--- src/rtl/pilot_remover.sv ---
// Strips pilot fields from a framed sample stream after acquiring alignment on a pilot run.
// Latency 1 clk strobe-to-output; no backpressure, advances only on start strobes.
module pilot_remover #(
    parameter int                            width_data  = 16,
    parameter int                            wid_count   = 4,
    parameter int                            PILOT_LEN   = 4,
    parameter int                            PAYLOAD_LEN = 12,
    parameter logic signed [width_data-1:0]  PILOT_WORD  = 16'sh4000,
    parameter logic        [width_data-1:0]  TOL         = 16'h0400,
    parameter int                            MAX_ERR     = 1
) (
    input  logic                  clk,
    input  logic                  rst_n,
    input  logic                  start,
    input  logic [width_data-1:0] data_in,
    output logic [width_data-1:0] data_out,
    output logic                  ready,
    output logic                  frame_start,
    output logic                  locked,
    output logic                  lost_lock
);

    typedef enum logic [1:0] {SEARCH, PAYLOAD, PILOT_CHK} state_t;
    typedef logic [wid_count:0] cnt_t;

    localparam cnt_t PIL_LAST = cnt_t'(PILOT_LEN - 1);
    localparam cnt_t PAY_LAST = cnt_t'(PAYLOAD_LEN - 1);
    localparam cnt_t ERR_MAX  = cnt_t'(MAX_ERR);
    localparam cnt_t CNT_SAT  = '1;

    state_t                state_q, state_d;
    cnt_t                  run_cnt_q, run_cnt_d;
    cnt_t                  pay_cnt_q, pay_cnt_d;
    cnt_t                  pil_cnt_q, pil_cnt_d;
    cnt_t                  err_cnt_q, err_cnt_d;
    cnt_t                  err_nxt;
    logic [width_data-1:0] data_out_q, data_out_d;
    logic                  ready_q, ready_d;
    logic                  frame_start_q, frame_start_d;
    logic                  locked_q, locked_d;
    logic                  lost_lock_q, lost_lock_d;

    // One extra bit keeps both sign extremes from wrapping.
    logic signed [width_data:0] diff;
    logic        [width_data:0] mag;
    logic                       match;

    assign diff  = $signed({data_in[width_data-1], data_in})
                 - $signed({PILOT_WORD[width_data-1], PILOT_WORD});
    assign mag   = diff[width_data] ? $unsigned(-diff) : $unsigned(diff);
    assign match = (mag <= {1'b0, TOL});

    always_comb begin
        state_d       = state_q;
        run_cnt_d     = run_cnt_q;
        pay_cnt_d     = pay_cnt_q;
        pil_cnt_d     = pil_cnt_q;
        err_cnt_d     = err_cnt_q;
        data_out_d    = data_out_q;
        locked_d      = locked_q;
        ready_d       = 1'b0;
        frame_start_d = 1'b0;
        lost_lock_d   = 1'b0;
        err_nxt       = err_cnt_q;
        if (!match && err_cnt_q != CNT_SAT) begin
            err_nxt = err_cnt_q + cnt_t'(1);
        end

        if (start) begin
            case (state_q)
                SEARCH: begin
                    if (!match) begin
                        run_cnt_d = '0;
                    end else if (run_cnt_q == PIL_LAST) begin
                        run_cnt_d = '0;
                        pay_cnt_d = '0;
                        locked_d  = 1'b1;
                        state_d   = PAYLOAD;
                    end else begin
                        run_cnt_d = run_cnt_q + cnt_t'(1);
                    end
                end
                PAYLOAD: begin
                    data_out_d    = data_in;
                    ready_d       = 1'b1;
                    frame_start_d = (pay_cnt_q == '0);
                    if (pay_cnt_q == PAY_LAST) begin
                        pay_cnt_d = '0;
                        pil_cnt_d = '0;
                        err_cnt_d = '0;
                        state_d   = PILOT_CHK;
                    end else begin
                        pay_cnt_d = pay_cnt_q + cnt_t'(1);
                    end
                end
                PILOT_CHK: begin
                    // The last pilot of the field counts toward the verdict.
                    if (pil_cnt_q == PIL_LAST) begin
                        pil_cnt_d = '0;
                        err_cnt_d = '0;
                        if (err_nxt <= ERR_MAX) begin
                            pay_cnt_d = '0;
                            state_d   = PAYLOAD;
                        end else begin
                            run_cnt_d   = '0;
                            locked_d    = 1'b0;
                            lost_lock_d = 1'b1;
                            state_d     = SEARCH;
                        end
                    end else begin
                        pil_cnt_d = pil_cnt_q + cnt_t'(1);
                        err_cnt_d = err_nxt;
                    end
                end
                default: begin
                    run_cnt_d = '0;
                    locked_d  = 1'b0;
                    state_d   = SEARCH;
                end
            endcase
        end
    end

    always_ff @(posedge clk or negedge rst_n) begin
        if (!rst_n) begin
            state_q       <= SEARCH;
            run_cnt_q     <= '0;
            pay_cnt_q     <= '0;
            pil_cnt_q     <= '0;
            err_cnt_q     <= '0;
            data_out_q    <= '0;
            ready_q       <= 1'b0;
            frame_start_q <= 1'b0;
            locked_q      <= 1'b0;
            lost_lock_q   <= 1'b0;
        end else begin
            state_q       <= state_d;
            run_cnt_q     <= run_cnt_d;
            pay_cnt_q     <= pay_cnt_d;
            pil_cnt_q     <= pil_cnt_d;
            err_cnt_q     <= err_cnt_d;
            data_out_q    <= data_out_d;
            ready_q       <= ready_d;
            frame_start_q <= frame_start_d;
            locked_q      <= locked_d;
            lost_lock_q   <= lost_lock_d;
        end
    end

    assign data_out    = data_out_q;
    assign ready       = ready_q;
    assign frame_start = frame_start_q;
    assign locked      = locked_q;
    assign lost_lock   = lost_lock_q;

endmodule

--- config.mk ---
export PLATFORM = sky130hd
export DESIGN_NAME = pilot_remover
export DESIGN_NICKNAME = d
export VERILOG_FILES = /design/src/rtl/pilot_remover.sv
export SDC_FILE = /design/constraint.sdc
export NUM_CORES = 1
export LEC_CHECK = 0
export CAP_MARGIN = 20
export CELL_PAD_IN_SITES_DETAIL_PLACEMENT = 0
export CELL_PAD_IN_SITES_GLOBAL_PLACEMENT = 1
export CORE_MARGIN = 2
export CORE_UTILIZATION = 40
export DETAILED_ROUTE_END_ITERATION = 16
export PLACE_DENSITY_LB_ADDON = 0.1
export SLEW_MARGIN = 10
export SYNTH_ARGS = -nofsm -noshare
export SYNTH_HDL_FRONTEND = slang
export SYNTH_SLANG_ARGS = --single-unit
--- constraint.sdc ---
create_clock -name clk -period 3.1 [get_ports clk]
set_clock_uncertainty 0.2 [all_clocks]
set_input_delay 0.31 -clock clk [delete_from_list [all_inputs] [get_ports clk]]
set_output_delay 0.31 -clock clk [all_outputs]
set_load 0.005 [all_outputs]
==> qor.csv, run 1 <==
metric,value,unit
num rows,28,
"area leader, netlist",dfrtp_1,
reg-to-reg critical path startpoint,err_cnt_q[0],
Die Span Y,82.2,µm
Post-CTS Setup Bufs,0,
clock latency on the worst-skew pair,0.30,ns
post-layout util,53.6,%
final layout net count,352,
TritonCTS Sinks,42,
GRT Util Overall,18.4,%
Final period util,95.4,%
post-route minimum period,2.96,ns
post-synthesis sequential area ratio,42.9,%
max_slew headroom,64.8,%
"Distinct cells, synth",63,
syn_nets,300,
Power Dens Cells,584,mW/mm²
top routing layer used,met4,
hold_sp,data_out[9],
port bufs,38,
reg2reg path depth,8,
Hold Buf Count CTS,1,
"Slew Viols, Final",0,
Min-Delay Path Depth,2,
share of cells above drive strength 1,12.3,%
Slew @ Worst Pin,0.528,ns
Synth warnings,0,
"EDFF count, synth",0,
CTS Buffer Depth,2,
Tot Pwr,1.85,mW
Slowest cell on crit path,or4b_4,
Post-DP HPWL,4.20,mm
Worst Hold Path EP,data_out[9],
worst ir drop on vdd,0.000257,V
adder-cell share of the synthesized area,4.09,%
Layout area overhead,29.6,%
grt ovf,0,
"Reg clk slew, reported paths",0.09,ns
die area,0.00676,mm²
post_cts resized,0,
post-route insts no fill,401,
reg2reg setup slack,0.45,ns
Die W,82.2,µm
first-pass GRT wire length,9.65,mm
crit path max fanout,5,
compound-cell area share of the yosys netlist,20.1,%
post-synthesis simple-gate area fraction,27.4,%
1st-iter DRT viols,101,
DP Area,0.00299,mm²
max-cap violation count,0,
Via Count,2193,
Pre-antenna DRT Iters,4,
WL final,5.72,mm
synthesized cell area,0.00245,mm²
WL met1,2.85,mm
worst-path cell chain,clkdlybuf4s50_1 > inv_1 > ha_1 > nor4bb_1 > a311o_1 > a211oi_1 > buf_4 > or4b_4 > a31o_4 > a31oi_1,
CP Data Required Time,3.12,ns
Worst Path Buf+Inv,3,
Startpoint Class,input pin,
largest net degree at the start of global routing,43,
syn_area_per_cell,8.96,µm²
post-placement cell count,391,
WS Path Type,input pin to flop,
Synth Register Bits,42,
cell count after synthesis,273,
CP Capture Type,flop,
H-tree depth,2,
Fin. Hold Viols,0,
ANT nets after route,0,
static leakage,1.42,nW
Hold Path Class,flop to flop,
vias per cell,5.47,
diode count,0,
CP peak stage delay,0.52,ns
final number of setup-violating endpoints,0,
TritonCTS clock tree,yes,
"Top FF cell, synth",dfrtp_1,
number of global-route vias before repair,2039,
clk root buf,clkbuf_8,
routability congestion estimate,0.848,
"top cells by count, synth","nand2_1, dfrtp_1, nor2_1",
"CP delay by family, top",simple AND/OR/NAND/NOR gates,
Residual DRC,0,
mux contribution to synthesized area,1.33,%
top-count cell post-synth,nand2_1,
metal2 WL,2.64,mm
core area,0.00592,mm²
Post-synth ARST share,100,%
outcome,completed,
final instance area,0.00317,mm²
initial antenna violation count,0,
top area cells in the synthesized netlist,"dfrtp_1, nand2_1, ha_1",
Synth top area share,42.9,%
Num CTS Buffers,5,
DR WL met3,160,µm
RSZ-0062 raised after global routing,no,
Worst EP arrival,2.98,ns
routed wire length per instance,14.3,µm
largest family of logic cells by synthesized area,simple AND/OR/NAND/NOR gates,
FMAX,338,MHz
Initial Utilization,41.3,%
XOR/XNOR Fraction of Synth Area,0.716,%
Reg2Reg Capture Point,run_cnt_q[0],
# IOs,39,
area by class of cell:
| type | count | area (µm²) |
|---|---|---|
| inverters | 12 | 45.0 |
| clock buffers | 6 | 82.6 |
| multi-input cells | 209 | 1310 |
| repair buffers | 55 | 526 |
| fillers | 550 | 2750 |
| well taps | 75 | 93.8 |
| clock inverters | 2 | 60.1 |
| flip-flops and latches | 42 | 1050 |
through the flow:
stage / hold WS (ns) / setup slack [ns] / setup TNS [ns]
after floorplan: -0.186 / 0.470 / 0
after global placement: 0.259 / -0.117 / -0.901
after detailed placement: 0.262 / -0.150 / -1.39
after CTS: 0.283 / 0.117 / 0
after global routing: 0.302 / 0.0170 / 0
final: 0.277 / 0.142 / 0
cell families (layout without fill, tap and decap cells):
logic type | count (synthesis) | count (layout)
compound gates | 64 | 64
xor+xnor | 2 | 2
fa+ha+maj | 8 | 8
buf+inv | 22 | 75
flops | 42 | 42
mux | 3 | 3
simple gates | 132 | 132
tightest hold or removal path: cells and delay by family (launching register included):
family,cells,cell delay (ns)
flip-flops,1,0.34
AND/OR/NAND/NOR,2,0.11
worst max path at each step:
stage           startpoint           end  slack (ns)  cells past startpoint
6_report       data_in[15]  pay_cnt_q[2]        0.14                     10
5_1_grt        data_in[15]  pay_cnt_q[2]        0.02                     10
4_1_cts        data_in[15]  pay_cnt_q[2]        0.12                     10
3_5_place_dp   data_in[15]  pay_cnt_q[2]       -0.15                     10
3_3_place_gp   data_in[15]  pay_cnt_q[4]       -0.12                     10
2_1_floorplan  data_in[15]  pay_cnt_q[4]        0.47                      8
per-layer routing:
metal  global-route usage, %  vias up
li1                        -     1106
met1                    25.4     1051
met4                    5.00        0
met2                    29.4       29
met3                    3.59        7
met5                       0        -
power breakdown:
group	leakage (nW)	total [mW]	internal, mW	switching, mW
logic	0.797	0.582	0.285	0.297
registers	0.550	0.728	0.629	0.0992
clock network	0.0714	0.542	0.344	0.198
flip-flops by register name (all words and copies together) (netlist names):
signal and count:
data_out 16, err_cnt_q 5, frame_start 1, locked 1, lost_lock 1, pay_cnt_q 5, pil_cnt_q 5, ready 1
run_cnt_q 5, state_q 2
placed cells by master, fill, tap and decap left out, drive strengths merged, types with 4 or more instances in the layout:
cell and n:
o21ai 11, clkdlybuf4s50 37, inv 10, nand2 57
dfrtp 42, buf 17, a22o 6, a21oi 7
nand4 6, nand3 10, clkbuf 6, nor3 7
ha 8, a311oi 4, a31oi 6, nor2 21
Power figures use the tool's default switching activity.
==> run 2, diff against run 1 <==
--- a/config.mk
+++ b/config.mk
@@ -8,6 +8,7 @@
 export CAP_MARGIN = 20
 export CELL_PAD_IN_SITES_DETAIL_PLACEMENT = 0
 export CELL_PAD_IN_SITES_GLOBAL_PLACEMENT = 1
+export CORE_ASPECT_RATIO = 1.4
 export CORE_MARGIN = 2
 export CORE_UTILIZATION = 40
 export DETAILED_ROUTE_END_ITERATION = 16
==> qor.csv, run 2 (synthesis gave the netlist of run 1 again) <==
metric,value,unit,change
max-cap violation count,0,,unchanged
GRT Util Overall,18.7,%,was 18.4%
Via Count,2175,,was 2193
static leakage,1.38,nW,was 1.42 nW
final layout net count,349,,was 352
post-route minimum period,2.91,ns,was 2.96 ns
grt ovf,0,,unchanged
Multi-input gate area,0.00131,mm²,unchanged
Worst EP arrival,2.93,ns,was 2.98 ns
Slew @ Worst Pin,0.940,ns,was 0.528 ns
first-pass GRT wire length,10.0,mm,was 9.65 mm
core area,0.00590,mm²,was 0.00592 mm²
max FFs per register,16,,unchanged
hold_sp,data_out[14],,was data_out[9]
worst ir drop on vdd,0.000347,V,was 0.000257 V
FMAX,343,MHz,was 338 MHz
CP Data Required Time,3.11,ns,was 3.12 ns
clock latency on the worst-skew pair,0.30,ns,about the same
num rows,33,,was 28
Layout area overhead,26.2,%,was 29.6%
post-placement cell count,384,,was 391
Die W,70.1,µm,was 82.2 µm
share of cells above drive strength 1,11.5,%,was 12.3%
sequential cell area,0.00105,mm²,unchanged
ANT nets after route,0,,unchanged
Initial Utilization,41.4,%,was 41.3%
port bufs,38,,unchanged
outcome,completed,,unchanged
crit path max fanout,5,,unchanged
CTS Buffer Depth,2,,unchanged
reg-to-reg critical path startpoint,err_cnt_q[0],,unchanged
Post-DP HPWL,4.31,mm,was 4.20 mm
post-layout util,52.3,%,was 53.6%
Residual DRC,0,,unchanged
Num CTS Buffers,5,,unchanged
Final period util,94.0,%,was 95.4%
largest net degree at the start of global routing,43,,unchanged
H-tree depth,2,,unchanged
Worst Setup SP,data_in[15],,unchanged
Fin. Hold Viols,0,,unchanged
setup TNS,0,ns,unchanged
Hold Path Class,flop to flop,,unchanged
1st-iter DRT viols,123,,was 101
most frequent cells in the layout,"nand2_1, dfrtp_1, clkdlybuf4s50_1",,unchanged
RSZ-0062 raised after global routing,no,,unchanged
final number of setup-violating endpoints,0,,unchanged
diode count,0,,unchanged
Post-CTS Setup Bufs,0,,unchanged
"most common cell after layout, fill and taps aside",nand2_1,,unchanged
Power Dens Cells,561,mW/mm²,was 584 mW/mm²
clk root buf,clkbuf_8,,unchanged
CP Capture Type,flop,,unchanged
TritonCTS clock tree,yes,,unchanged
"Reg clk slew, reported paths",0.08,ns,was 0.09 ns
routed wire length per instance,14.7,µm,was 14.3 µm
WL final,5.76,mm,was 5.72 mm
initial antenna violation count,0,,unchanged
Pre-antenna DRT Iters,4,,unchanged
routability congestion estimate,0.807,,was 0.848
Die Span Y,96.6,µm,was 82.2 µm
number of global-route vias before repair,2150,,was 2039
Startpoint Class,input pin,,unchanged
TritonCTS Sinks,42,,unchanged
post-route insts no fill,393,,was 401
"Slew Viols, Final",0,,unchanged
WS Path Type,input pin to flop,,unchanged
max_slew headroom,37.3,%,was 64.8%
die area,0.00677,mm²,was 0.00676 mm²
vias per cell,5.53,,was 5.47
post_cts resized,0,,unchanged
# IOs,39,,unchanged
Filler cells,599,,was 550
run 2: worst max-delay path: stages:
cell and delay (ns):
clkdlybuf4s50_1 0.45, inv_1 0.06, ha_1 0.33, or3b_4 0.40, o211ai_2 0.20, a311oi_2 0.15
or4b_4 0.58, a31o_4 0.28, o211ai_1 0.15
run 2: layout make-up:
type / count / area share (%)
clock buffer: 5 / 2.23
inverter: 12 / 1.46
multi-input combinational: 209 / 42.5
sequential: 42 / 34.0
clock inverter: 3 / 1.30
tap: 70 / 2.84
timing repair buffer: 52 / 15.6
run 2: timing repair:
action,in CTS,in global routing
hold buffers,1,0
setup endpoints to repair,0,0
endpoints found under the hold margin,38,0
run 2: worst paths after layout:
check / to / slack, ns / depth (start not counted)
max reg2reg: run_cnt_q[0] / 0.41 / 8
max: pay_cnt_q[1] / 0.19 / 9
min: data_out[14] / 0.28 / 2
min in group asynchronous: locked / 0.51 / 2
max in group asynchronous: lost_lock / 1.62 / 2
min reg2reg: data_out[14] / 0.28 / 2
run 2: where the power goes:
part	internal, mW	switching, mW	leakage [nW]
clock network	0.237	0.191	0.0579
logic	0.280	0.295	0.772
registers	0.629	0.0984	0.550
total	1.15	0.585	1.38
run 2: per-stage QoR:
| step | power (mW) | worst slack [ns] | hold WS [ns] | cell area [µm²] |
|---|---|---|---|---|
| after floorplan | 1.13 | 0.470 | -0.186 | 2450 |
| after global placement | 1.31 | -0.0864 | 0.257 | 2970 |
| after detailed placement | 1.31 | -0.129 | 0.261 | 2970 |
| after CTS | 1.76 | 0.180 | 0.283 | 3090 |
| after global routing | 1.87 | 0.00188 | 0.305 | 3090 |
| final | 1.73 | 0.185 | 0.275 | 3090 |
run 2: routing by layer:
| metal | vias to the layer above | track usage, % | routed length [µm] |
|---|---|---|---|
| met4 | 0 | 9.29 | 189 |
| met5 | - | 0 | 0 |
| met3 | 11 | 2.80 | 175 |
| li1 | 1093 | - | - |
| met2 | 43 | 33.7 | 2920 |
| met1 | 1028 | 21.7 | 2480 |
